**config.mk**
```make
export PLATFORM = sky130hd
export DESIGN_NAME = uart_test_top
export DESIGN_NICKNAME = d
export VERILOG_FILES = /design/src/rtl/uart_test_top.sv
export SDC_FILE = /design/constraint.sdc
export NUM_CORES = 1
export LEC_CHECK = 0
export BUFFER_PORTS_ARGS = -buffer_cell sky130_fd_sc_hd__buf_2
export CAP_MARGIN = 30
export CORE_MARGIN = 4
export CORE_UTILIZATION = 43
export DETAILED_ROUTE_END_ITERATION = 16
export PLACE_DENSITY = 0.63
export SYNTH_ARGS = -nofsm -noshare
export SYNTH_HDL_FRONTEND = slang
export SYNTH_SLANG_ARGS = --single-unit
```
**constraint.sdc**
```tcl
create_clock -name clk -period 6.24 [get_ports clk]
set_input_delay 0.312 -clock clk [delete_from_list [all_inputs] [get_ports clk]]
set_output_delay 0.312 -clock clk [all_outputs]
set_load 0.01 [all_outputs]
```
**src/rtl/uart_test_top.sv**
```systemverilog
// rtl/uart_test_top.sv - 8N1 UART echo: synchroniser, RX FSM, one-byte holding buffer, TX FSM
module uart_test_top #(
    parameter int CLK_FREQ  = 50000000,
    parameter int BAUD_RATE = 9600
) (
    input  logic clk,
    input  logic rst,
    input  logic uart_rx,
    output logic uart_tx
);

    localparam int CLKS_PER_BIT = CLK_FREQ / BAUD_RATE;
    localparam int HALF_BIT     = CLKS_PER_BIT / 2;
    localparam int CW           = $clog2(CLKS_PER_BIT);
    localparam logic [CW-1:0] BIT_LAST  = CW'(CLKS_PER_BIT - 1);
    localparam logic [CW-1:0] HALF_LAST = CW'(HALF_BIT - 1);

    typedef enum logic [1:0] {S_IDLE, S_START, S_DATA, S_STOP} state_t;

    logic          r_rx_meta;
    logic          r_rx_sync;

    state_t        r_rx_state, w_rx_state_nxt;
    logic [CW-1:0] r_rx_cnt,   w_rx_cnt_nxt;
    logic [2:0]    r_rx_idx,   w_rx_idx_nxt;
    logic [7:0]    r_rx_shift, w_rx_shift_nxt;
    logic          r_rx_brk,   w_rx_brk_nxt;
    logic          r_rx_valid, w_rx_valid_nxt;

    logic [7:0]    r_buf_data;
    logic          r_buf_full;

    state_t        r_tx_state, w_tx_state_nxt;
    logic [CW-1:0] r_tx_cnt,   w_tx_cnt_nxt;
    logic [2:0]    r_tx_idx,   w_tx_idx_nxt;
    logic [7:0]    r_tx_shift, w_tx_shift_nxt;
    logic          w_tx_take;
    logic          w_tx_bit;
    logic          r_tx;

    assign uart_tx = r_tx;

    always_ff @(posedge clk) begin
        if (!rst) begin
            r_rx_meta <= 1'b1;
            r_rx_sync <= 1'b1;
        end else begin
            r_rx_meta <= uart_rx;
            r_rx_sync <= r_rx_meta;
        end
    end

    always_ff @(posedge clk) begin
        if (!rst) begin
            r_rx_state <= S_IDLE;
            r_rx_cnt   <= '0;
            r_rx_idx   <= '0;
            r_rx_shift <= '0;
            r_rx_brk   <= 1'b0;
            r_rx_valid <= 1'b0;
        end else begin
            r_rx_state <= w_rx_state_nxt;
            r_rx_cnt   <= w_rx_cnt_nxt;
            r_rx_idx   <= w_rx_idx_nxt;
            r_rx_shift <= w_rx_shift_nxt;
            r_rx_brk   <= w_rx_brk_nxt;
            r_rx_valid <= w_rx_valid_nxt;
        end
    end

    // r_rx_brk blocks new starts after a framing error until the line is seen high
    always_comb begin
        w_rx_state_nxt = r_rx_state;
        w_rx_cnt_nxt   = r_rx_cnt + 1'b1;
        w_rx_idx_nxt   = r_rx_idx;
        w_rx_shift_nxt = r_rx_shift;
        w_rx_brk_nxt   = r_rx_brk;
        w_rx_valid_nxt = 1'b0;
        case (r_rx_state)
            S_IDLE: begin
                w_rx_cnt_nxt = '0;
                if (r_rx_sync) begin
                    w_rx_brk_nxt = 1'b0;
                end else if (!r_rx_brk) begin
                    w_rx_state_nxt = S_START;
                end
            end
            S_START: begin
                if (r_rx_cnt == HALF_LAST) begin
                    w_rx_cnt_nxt   = '0;
                    w_rx_idx_nxt   = '0;
                    w_rx_state_nxt = r_rx_sync ? S_IDLE : S_DATA;
                end
            end
            S_DATA: begin
                if (r_rx_cnt == BIT_LAST) begin
                    w_rx_cnt_nxt             = '0;
                    w_rx_shift_nxt[r_rx_idx] = r_rx_sync;
                    if (r_rx_idx == 3'd7) begin
                        w_rx_state_nxt = S_STOP;
                    end else begin
                        w_rx_idx_nxt = r_rx_idx + 1'b1;
                    end
                end
            end
            S_STOP: begin
                if (r_rx_cnt == BIT_LAST) begin
                    w_rx_cnt_nxt   = '0;
                    w_rx_state_nxt = S_IDLE;
                    if (r_rx_sync) begin
                        w_rx_valid_nxt = 1'b1;
                    end else begin
                        w_rx_brk_nxt = 1'b1;
                    end
                end
            end
            default: w_rx_state_nxt = S_IDLE;
        endcase
    end

    // A byte arriving while full is dropped unless TX empties the buffer this cycle
    always_ff @(posedge clk) begin
        if (!rst) begin
            r_buf_data <= '0;
            r_buf_full <= 1'b0;
        end else if (r_rx_valid && (!r_buf_full || w_tx_take)) begin
            r_buf_data <= r_rx_shift;
            r_buf_full <= 1'b1;
        end else if (w_tx_take) begin
            r_buf_full <= 1'b0;
        end
    end

    always_ff @(posedge clk) begin
        if (!rst) begin
            r_tx_state <= S_IDLE;
            r_tx_cnt   <= '0;
            r_tx_idx   <= '0;
            r_tx_shift <= '0;
            r_tx       <= 1'b1;
        end else begin
            r_tx_state <= w_tx_state_nxt;
            r_tx_cnt   <= w_tx_cnt_nxt;
            r_tx_idx   <= w_tx_idx_nxt;
            r_tx_shift <= w_tx_shift_nxt;
            r_tx       <= w_tx_bit;
        end
    end

    // Chaining straight from STOP to START keeps back-to-back frames gapless
    always_comb begin
        w_tx_state_nxt = r_tx_state;
        w_tx_cnt_nxt   = r_tx_cnt + 1'b1;
        w_tx_idx_nxt   = r_tx_idx;
        w_tx_shift_nxt = r_tx_shift;
        w_tx_take      = 1'b0;
        case (r_tx_state)
            S_IDLE: begin
                w_tx_cnt_nxt = '0;
                if (r_buf_full) begin
                    w_tx_take      = 1'b1;
                    w_tx_shift_nxt = r_buf_data;
                    w_tx_state_nxt = S_START;
                end
            end
            S_START: begin
                if (r_tx_cnt == BIT_LAST) begin
                    w_tx_cnt_nxt   = '0;
                    w_tx_idx_nxt   = '0;
                    w_tx_state_nxt = S_DATA;
                end
            end
            S_DATA: begin
                if (r_tx_cnt == BIT_LAST) begin
                    w_tx_cnt_nxt = '0;
                    if (r_tx_idx == 3'd7) begin
                        w_tx_state_nxt = S_STOP;
                    end else begin
                        w_tx_idx_nxt = r_tx_idx + 1'b1;
                    end
                end
            end
            S_STOP: begin
                if (r_tx_cnt == BIT_LAST) begin
                    w_tx_cnt_nxt = '0;
                    if (r_buf_full) begin
                        w_tx_take      = 1'b1;
                        w_tx_shift_nxt = r_buf_data;
                        w_tx_state_nxt = S_START;
                    end else begin
                        w_tx_state_nxt = S_IDLE;
                    end
                end
            end
            default: w_tx_state_nxt = S_IDLE;
        endcase
    end

    always_comb begin
        w_tx_bit = 1'b1;
        case (r_tx_state)
            S_IDLE:  w_tx_bit = 1'b1;
            S_START: w_tx_bit = 1'b0;
            S_DATA:  w_tx_bit = r_tx_shift[r_tx_idx];
            S_STOP:  w_tx_bit = 1'b1;
            default: w_tx_bit = 1'b1;
        endcase
    end

endmodule

```
; Word level (Yosys, flattened, before mapping)
; Cells that the tools add are included.
[word_totals]
output_inout_bits = 1
reg_bits = 66
[op_classes]
n_mux = 47
n_eq_ne = 26
order_cmp = 3
n_reduce_logical = 22
add_sub_neg = 4
[ops]
columns = op, count
row1 = $mux W13, 3
row2 = $pmux W13 S3, 1
row3 = $ne A2 B2 Y1 const B, 15
row4 = $add A13 B1 Y13 const B, 2
row5 = $eq A13 B13 Y1 const B, 2
row6 = $pmux W13 S2, 1
row7 = $mux W2, 12
row8 = $mux W3, 6
row9 = $mux W8, 2
row10 = $pmux W2 S4, 2
row11 = $pmux W8 S2, 1
row12 = $eq A13 B12 Y1 const B, 1
row13 = $pmux W3 S2, 2
row14 = $reduce_and A4 Y1, 3
row15 = $mux W1, 11
row16 = $reduce_bool A2 Y1, 5
row17 = $bwmux W8, 1
row18 = $eq A2 B2 Y1 const B, 4
row19 = $lt A3 B4 Y1 const B, 2
row20 = $add A3 B1 Y3 const B, 2
row21 = $eq A3 B3 Y1 const B, 2
row22 = $reduce_and A6 Y1, 1
row23 = $reduce_and A5 Y1, 1
row24 = $eq A2 B1 Y1 const B, 2
row25 = other kinds (13), 18

; Logic depth before layout (Yosys ltp)
; Gate-level depths: netlist of the first run.
[depth]
ltp_word = 6
depth_mapped = 7
mapped_depth_nobuf = 6

; Worst setup path before layout of the first run
; OpenSTA, ideal clock, no wires.
[synth_timing]
path_type = register to register
start = reg r_tx_cnt[0]
end = reg r_tx_shift[0]
arrival_time_ns = 2.066
path_stages_with_launch = 6
setup_ns = 0.072
path_buffers = 0
setup_slack_ns = 4.103
path_cell_list = dfxtp_1 -> ha_1 -> nor4b_1 -> nand3_1 -> a211oi_2 -> mux2i_1
[synth_between]
elab_chain_cells = 3
[synth_rtl]
columns = element, line
row1 = "start, declared", 34  ; logic [CW-1:0] r_tx_cnt, w_tx_cnt_nxt;
row2 = "start signal, assigned", 143  ; r_tx_cnt <= w_tx_cnt_nxt;
row3 = $eq A13 B13 Y1, 184  ; if (r_tx_cnt == BIT_LAST) begin
row4 = $ne A2 B2 Y1 (no source line), n/a
row5 = $reduce_and A2 Y1 (no source line), n/a
row6 = "end signal, assigned", 145  ; r_tx_shift <= w_tx_shift_nxt;
row7 = "end, declared", 36  ; logic [7:0] r_tx_shift, w_tx_shift_nxt;
; Every way passes these cells.
; A chain may end at the register's enable or synchronous reset.

; Worst setup path after layout of the first run
[layout_timing]
start = reg r_tx_cnt[0]
end = reg r_tx_shift[6]
; Same word-level chain as after synthesis.

==> results of run 1 <==
## per-layer routing
| layer | routed length (um) | GRT usage | vias up |
|---|---|---|---|
| met5 | 0 | 0 | - |
| met1 | 3050 | 0.203 | 1182 |
| li1 | - | - | 1289 |
| met3 | 185 | 0.0434 | 9 |
| met2 | 2740 | 0.247 | 29 |
| met4 | 102 | 0.0672 | 0 |
## worst max-delay path by stage
stage / depth (start not counted) / startpoint / endpoint
after global routing: 5 / r_tx_cnt[0] / r_tx_shift[3]
after detailed placement: 5 / r_tx_cnt[0] / r_tx_shift[3]
after CTS: 5 / r_tx_cnt[0] / r_tx_shift[3]
after global placement: 5 / r_tx_cnt[0] / r_tx_shift[2]
after floorplan: 5 / r_tx_cnt[0] / r_tx_shift[0]
final: 5 / r_tx_cnt[0] / r_tx_shift[6]
## cells in the final DEF (no fill, tap or decap), types with 3 or more instances in the layout
cell type / synthesis / final
sky130_fd_sc_hd__o211ai_1: 8 / 8
sky130_fd_sc_hd__inv_1: 12 / 12
sky130_fd_sc_hd__xnor2_1: 12 / 12
sky130_fd_sc_hd__buf_2: 2 / 3
sky130_fd_sc_hd__nor3_1: 8 / 8
sky130_fd_sc_hd__nor2_1: 28 / 28
sky130_fd_sc_hd__a21oi_1: 21 / 21
sky130_fd_sc_hd__or3_1: 7 / 7
sky130_fd_sc_hd__dfxtp_1: 66 / 66
sky130_fd_sc_hd__nand3b_1: 4 / 4
sky130_fd_sc_hd__xor2_1: 6 / 6
sky130_fd_sc_hd__nand4_1: 8 / 8
sky130_fd_sc_hd__nand2b_1: 6 / 6
sky130_fd_sc_hd__nand3_1: 22 / 22
sky130_fd_sc_hd__nor4_1: 8 / 8
sky130_fd_sc_hd__nand2_1: 39 / 39
sky130_fd_sc_hd__or4_1: 3 / 3
sky130_fd_sc_hd__mux2i_1: 16 / 16
sky130_fd_sc_hd__bufinv_16: 0 / 3
sky130_fd_sc_hd__clkbuf_8: 0 / 11
sky130_fd_sc_hd__o21ai_0: 16 / 16
sky130_fd_sc_hd__ha_1: 11 / 11
sky130_fd_sc_hd__nor4b_1: 4 / 4
## power by group
part,leakage [nW],internal (mW),total [mW],switching [mW]
Clock,0.129,0.286,0.444,0.158
Combinational,0.452,0.0253,0.0677,0.0424
Sequential,0.532,0.429,0.434,0.00521
## registers in the layout, indices dropped and copies added (netlist names), 2 cells and up, named ones only
signal	count
r_rx_cnt	13
r_tx_cnt	13
r_buf_data	8
r_rx_shift	8
r_tx_shift	8
r_rx_idx	3
r_tx_idx	3
r_tx_state	2
## cells by family (layout without fill, tap and decap cells)
| group | after synthesis | after routing |
|---|---|---|
| compound gates | 60 | 60 |
| fa+ha+maj | 11 | 11 |
| mux | 19 | 19 |
| xor+xnor | 18 | 18 |
| buf+inv | 25 | 33 |
| simple gates | 156 | 156 |
| flops | 66 | 66 |
## worst max-delay path: stages, from the launching register on
cell and delay [ns]:
sky130_fd_sc_hd__dfxtp_1 0.37, sky130_fd_sc_hd__ha_1 0.25, sky130_fd_sc_hd__nor4b_1 0.45, sky130_fd_sc_hd__nand3_1 0.30, sky130_fd_sc_hd__a211oi_2 0.80, sky130_fd_sc_hd__mux2i_1 0.27
## area by class of cell
class / instances / share of cell area
multi-input cells: 264 / 0.492
flip-flops and latches: 66 / 0.381
clock buffers: 11 / 0.0436
well taps: 96 / 0.0346
clock inverters: 5 / 0.0288
inverters: 13 / 0.0141
repair buffers: 4 / 0.00649
## metrics by stage
step | std cells | instance area [um2] | hold WS [ns] | power, mW
floorplan | 355 | 3130 | 0.386 | 0.493
global placement | 443 | 3220 | 0.407 | 0.511
detailed placement | 443 | 3220 | 0.397 | 0.511
CTS | 459 | 3470 | 0.139 | 0.956
global route | 459 | 3470 | 0.147 | 0.989
finish | 459 | 3470 | 0.153 | 0.946
==> results.txt, run 1 <==
* Post-route clock skew: 0.00932 ns
* Share of the synthesized area in compound gates (AO/OA/AOI/OAI): 0.118
- Clock tree synthesis inserted a total of 9 buffers.
- Cell types with the largest area share after synthesis: sky130_fd_sc_hd__dfxtp_1, sky130_fd_sc_hd__mux2i_1, sky130_fd_sc_hd__nand2_1, sky130_fd_sc_hd__ha_1, sky130_fd_sc_hd__nand3_1
- Static timing analysis puts the maximum clock frequency at 399 MHz.
* CTS Hold Buffers Added: 0
* Total nets after synthesis: 369
- Post-cts gate resize count: 0
* Critical path data required time: 6.51 ns
* Reg2reg path depth: 5
* Post-route worst setup slack: 3.73 ns
- Port bufs: 3
* TritonCTS Sinks: 66
- In this run, the number of DRC markers left after iteration 0 of detailed routing was 87.
- Detailed placement finished with a half-perimeter wire length of 4.25 mm.
* Via count of the first global-routing pass: 2383
* Minimum setup slack among reg-to-reg paths: 3.73 ns
* Relative slew slack: 0.435
- CTS placed an instance of sky130_fd_sc_hd__clkbuf_8 at the clock tree root.
- Setup violations remaining at the end of the flow were counted as 0.
- The worst register-to-register path ends at r_tx_shift[6].
- At the pin with the least slew margin, the transition time is 0.846 ns.
* Area of all sequential standard cells: 1320 um2
- The netlist uses 50 different library cells.
* Number of buffers between clock root and the deepest sink: 2
- For this run the aggregate overflow at the end of global routing stands at 0.
* Clock transition time at the flip-flop clock pins of the worst setup and hold paths: 0.07 ns
* Peak supply drop: 0.150 mV
- Clock latency on the worst-skew pair, taken at its later pin, is 0.34 ns.
- Proportion of synthesized chip area in sequential cells: 0.423
- DR WL/cell: 13.2 um
- Wire length of the first global-routing pass: 10.9 mm
* Mean Syn Cell Area: 8.80 um2
- Leading register cell type out of synthesis: sky130_fd_sc_hd__dfxtp_1
- The startpoint identified for the worst hold timing path is uart_rx.
* Final RePlAce weighted congestion: 0.811
* RSZ-0062 raised after global routing: false
- In the routed layout, each cell is associated on average with a via count of 5.47.
- Area enclosed by the die boundary: 8700 um2
- Proportion of synthesized flip-flops having asynchronous set or reset: 0
- For this run, the post-layout net count is 372.
* Largest net degree at the start of global routing: 33
- The die is 93.3 um wide.
- The worst setup path is launched from a register.
- Counting flops with a built-in enable in the synthesized netlist gives 0.
* Multiplexer area fraction after synthesis: 0.0657
* Simple-gate portion of the synthesized area: 0.268
- The initial utilization of the core area, before any placement, comes to 0.450.
- I/O pin total: 4
- For the worst setup path, the data arrival time is 2.77 ns.
- The number of slew-limit violations in the final report was 0.
- CTS built an H-tree with a depth of 3.
- Sum of negative setup slack: 0 ns
* Area taken by multi-input logic gates: 1710 um2
* Synth top cells by count: sky130_fd_sc_hd__dfxtp_1, sky130_fd_sc_hd__nand2_1, sky130_fd_sc_hd__nor2_1
* Max-cap check violation count: 0
- Of the total synthesized cell area, the portion taken by XOR and XNOR cells is 0.0504.
* Count of standard-cell rows: 30
- Nature of the critical path endpoint: register
* TritonCTS clock tree: built
- Post-DRT Antenna Nets: 0
- The floorplan step set the die height to 93.3 um.
* Inserted Diodes: 0
- First-pass iteration count of the detailed router: 4
- The clock period could shrink to 2.51 ns.
* Count of state elements after synthesis: 66
- Of the cells placed in the final design, the portion with a size suffix greater than 1 is 0.0826.
* Share of the synthesized area in the top cell type: 0.423
- Post-Place Worst Slack: 3.76 ns
* Yosys top cell by area: sky130_fd_sc_hd__dfxtp_1
- The worst hold path passes through 2 cells.
- Final routed wirelength across all metal layers: 6.08 mm
- For this run, the number of Yosys warnings is 0.
- Synthesized area: 3130 um2
- The number of antenna violations at the first check in global routing came to 0.
* Total power per unit cell area: 272 nW/um2
- Endpoint with the worst hold slack: r_rx_meta
* Path class of the lowest-slack min-delay path: in2reg
- Final period util: 0.402
* Number of cells produced by synthesis: 355
* Count of final hold-check violations: 0
- Class of the most critical setup path: reg2reg
* Adder and majority gate portion of the synthesized area: 0.0440
* Post-CTS Setup Bufs: 0
- Static leakage: 1.11 nW
- The core region is 6940 um2.
- Worst-path maximum fanout: 8
- Once layout is complete, the utilization of the core stands at 0.500.
* Dominant combinational cell family by area after synthesis: simple AND/OR/NAND/NOR gates
- The layout has 672 filler cells.
- Top-count cell post-synth: sky130_fd_sc_hd__dfxtp_1
- From synthesis to final layout, the design area changed by 11.1%.
* Overall routing resource usage: 0.158
- The worst register-to-register path begins at r_tx_cnt[0].
- Final routed DRC violation total: 0
- Via count of the routed design: 2509
* Result of the run: finished, final reports clean
Note: power is estimated with default switching activity, not from simulation.
==> run 2: changes to the inputs <==
Settings changed: PLACE_DENSITY 0.63 to 0.65.
Clock period 6.24 ns to 2.15 ns, I/O delays scaled along.
==> run 2 against run 1 <==
Against the previous run:
- via count is 1.4% lower
- combinational power grew to 2.9 times the previous value
- die area stayed put
- worst setup slack worse by 3.6 ns
- largest cell class unchanged
- highest routed layer unchanged
==> results.txt, run 2 (same netlist as run 1, synthesis figures left out) <==
- For the worst setup path, the data arrival time is 2.30 ns.
- The flow ran to the end, and the final reports show no timing, DRC or antenna violations.
* Final hold slack: 0.176 ns
- Antenna violations before repair: 0
- Overall routing resource usage: 0.151
- The worst pin sits at a relative slew slack of 0.629.
* Slew at the pin closest to its max-slew limit: 0.549 ns
- Starting Density: 0.450
- DR iter-0 viols: 78
- Post-layout util: 0.519
- At the end of routability-driven placement, the weighted congestion stood at 0.847.
- Post-Place Worst Slack: 0.160 ns
- Sum of negative setup slack: 0 ns
* Number of clock buffers inserted by TritonCTS: 9
- Max-cap violations in this run came to 0.
* First-pass iteration count of the detailed router: 4
* Total Power: 2.83 mW
* Area Growth Syn to Fin: 15.4%
- Post-DRT Antenna Nets: 0
- Largest net degree at the start of global routing: 32
- Via count of the routed design: 2473
* Critical path data required time: 2.43 ns
- # fillers: 653
- Counting every sink on the clock net gives 66.
- Floorplan Core Area: 6940 um2
- During placement, the flow inserted port buffers numbering 3.
- Post-route clock skew: 0.00628 ns
* Via count of the first global-routing pass: 2347
- RSZ-0062 raised after global routing: false
- Peak supply drop: 0.494 mV
- For this run, design rule violations remaining after detail routing come to 0.
* Clock period minus worst slack: 2.01 ns
- The setup check on the worst reg-to-reg path leaves a slack of 0.14 ns.
- Inserted Diodes: 0
- The floorplan step set the die width to 93.3 um.
- Number of buffers between clock root and the deepest sink: 2
- Wire length of the first global-routing pass: 10.6 mm
* Placed standard-cell area: 3330 um2
* Biggest registers after layout: r_rx_cnt (13), r_tx_cnt (13)
* Static leakage: 1.19 nW
* H-tree depth reported by CTS: 3
- Count of final hold-check violations: 0
* Drt via density: 5.22
- The worst setup path is launched from a register.
- Worst-path maximum fanout: 6
* Most common cell after layout, fill and taps aside: sky130_fd_sc_hd__dfxtp_1
- CTS root buffer: sky130_fd_sc_hd__clkbuf_8
* Post-layout net count: 387
- Count of placed standard cells in the final layout, fillers left out: 474
- Dividing the detail-routed wire length by the instance count gives 12.8 um.
* TritonCTS clock tree: built
* Clock transition time at the flip-flop clock pins of the worst setup and hold paths: 0.07 ns
- The clock reaches the later pin of the worst-skew pair after 0.35 ns.
* Die Span Y: 93.3 um
- Dividing the final minimum period by the clock period gives 0.937.
- Summed over all layers, the global routing overflow is 0.
- The die covers 8700 um2.
* Count of standard-cell rows: 30
- The finished cells cover 3610 um2.
* Post-route worst setup slack: 0.135 ns
* Class of the most critical setup path: reg2reg
- The routed design has 6.05 mm of wire.
- Post-CTS Setup Bufs: 0
- Total power per unit cell area: 784 nW/um2
- I/O pin total: 4
- Fraction of final layout cells sized beyond drive strength 1: 0.119
- Final Max Tran Viols: 0
* Post-DP HPWL: 4.27 mm
- Once placement completed, the tool counted placed cells totaling 457.
* Max Fclk: 496 MHz
* Most used cells in the layout excluding fill and tap cells: sky130_fd_sc_hd__dfxtp_1, sky130_fd_sc_hd__nand2_1, sky130_fd_sc_hd__nor2_1, sky130_fd_sc_hd__nand3_1, sky130_fd_sc_hd__a21oi_1
* Path class of the lowest-slack min-delay path: in2reg
- Nature of the critical path endpoint: register
- Setup violations remaining at the end of the flow were counted as 0.
run 2: cell types whose count changed in the layout (fill, tap and decap cells not counted):
cell                            delta
sky130_fd_sc_hd__dlygate4sd3_1     +1
sky130_fd_sc_hd__nor4b_2           +1
sky130_fd_sc_hd__clkinv_4          +1
sky130_fd_sc_hd__bufinv_16         +1
sky130_fd_sc_hd__clkinvlp_4        +1
sky130_fd_sc_hd__buf_4            +14
sky130_fd_sc_hd__clkinv_2          -1
sky130_fd_sc_hd__clkbuf_8          -2
sky130_fd_sc_hd__nor4b_1           -1
run 2: path summary, 6_finish.rpt:
kind,startpoint,to,depth (start not counted)
setup / recovery,r_rx_cnt[9],r_rx_idx[0],4
hold / removal,rst,r_tx_cnt[1],4
setup reg to reg,r_rx_cnt[9],r_rx_idx[0],4
hold reg to reg,r_rx_meta,r_rx_sync,1
run 2: area by class of cell:
type | instances | area (um2) | area share
repair buffers | 19 | 138 | 0.0382
inverters | 13 | 48.8 | 0.0135
clock inverters | 7 | 141 | 0.0392
well taps | 96 | 120 | 0.0333
clock buffers | 9 | 124 | 0.0343
multi-input cells | 264 | 1710 | 0.475
flip-flops and latches | 66 | 1320 | 0.366
run 2: timing repair:
item | 4_1_cts | 5_1_grt
setup endpoints to repair | 0 | 22
hold buffers | 1 | 0
gates resized for setup | 0 | 1
hold endpoints to repair | 1 | 0
run 2: where the power goes:
group | total, mW | internal (mW) | leakage, nW | switching (mW)
clock | 1.37 | 0.887 | 0.129 | 0.483
sequential | 1.26 | 1.24 | 0.532 | 0.0158
combinational | 0.199 | 0.0768 | 0.528 | 0.122
run 2: critical path, cell delays in order, from the launching register on:
cell and delay, ns:
sky130_fd_sc_hd__dfxtp_1 0.37, sky130_fd_sc_hd__or4b_1 0.53, sky130_fd_sc_hd__or4_1 0.49, sky130_fd_sc_hd__or4_1 0.41, sky130_fd_sc_hd__a21oi_1 0.15
run 2: metal layers:
| layer | global-route usage | vias to the layer above | share of wire | routed length (um) |
|---|---|---|---|---|
| met5 | 0 | - | 0 | 0 |
| met4 | 0.0476 | 0 | 0.0084 | 51 |
| met3 | 0.0499 | 7 | 0.035 | 211 |
| met2 | 0.242 | 31 | 0.46 | 2790 |
| met1 | 0.192 | 1117 | 0.50 | 3000 |
| li1 | - | 1318 | - | - |
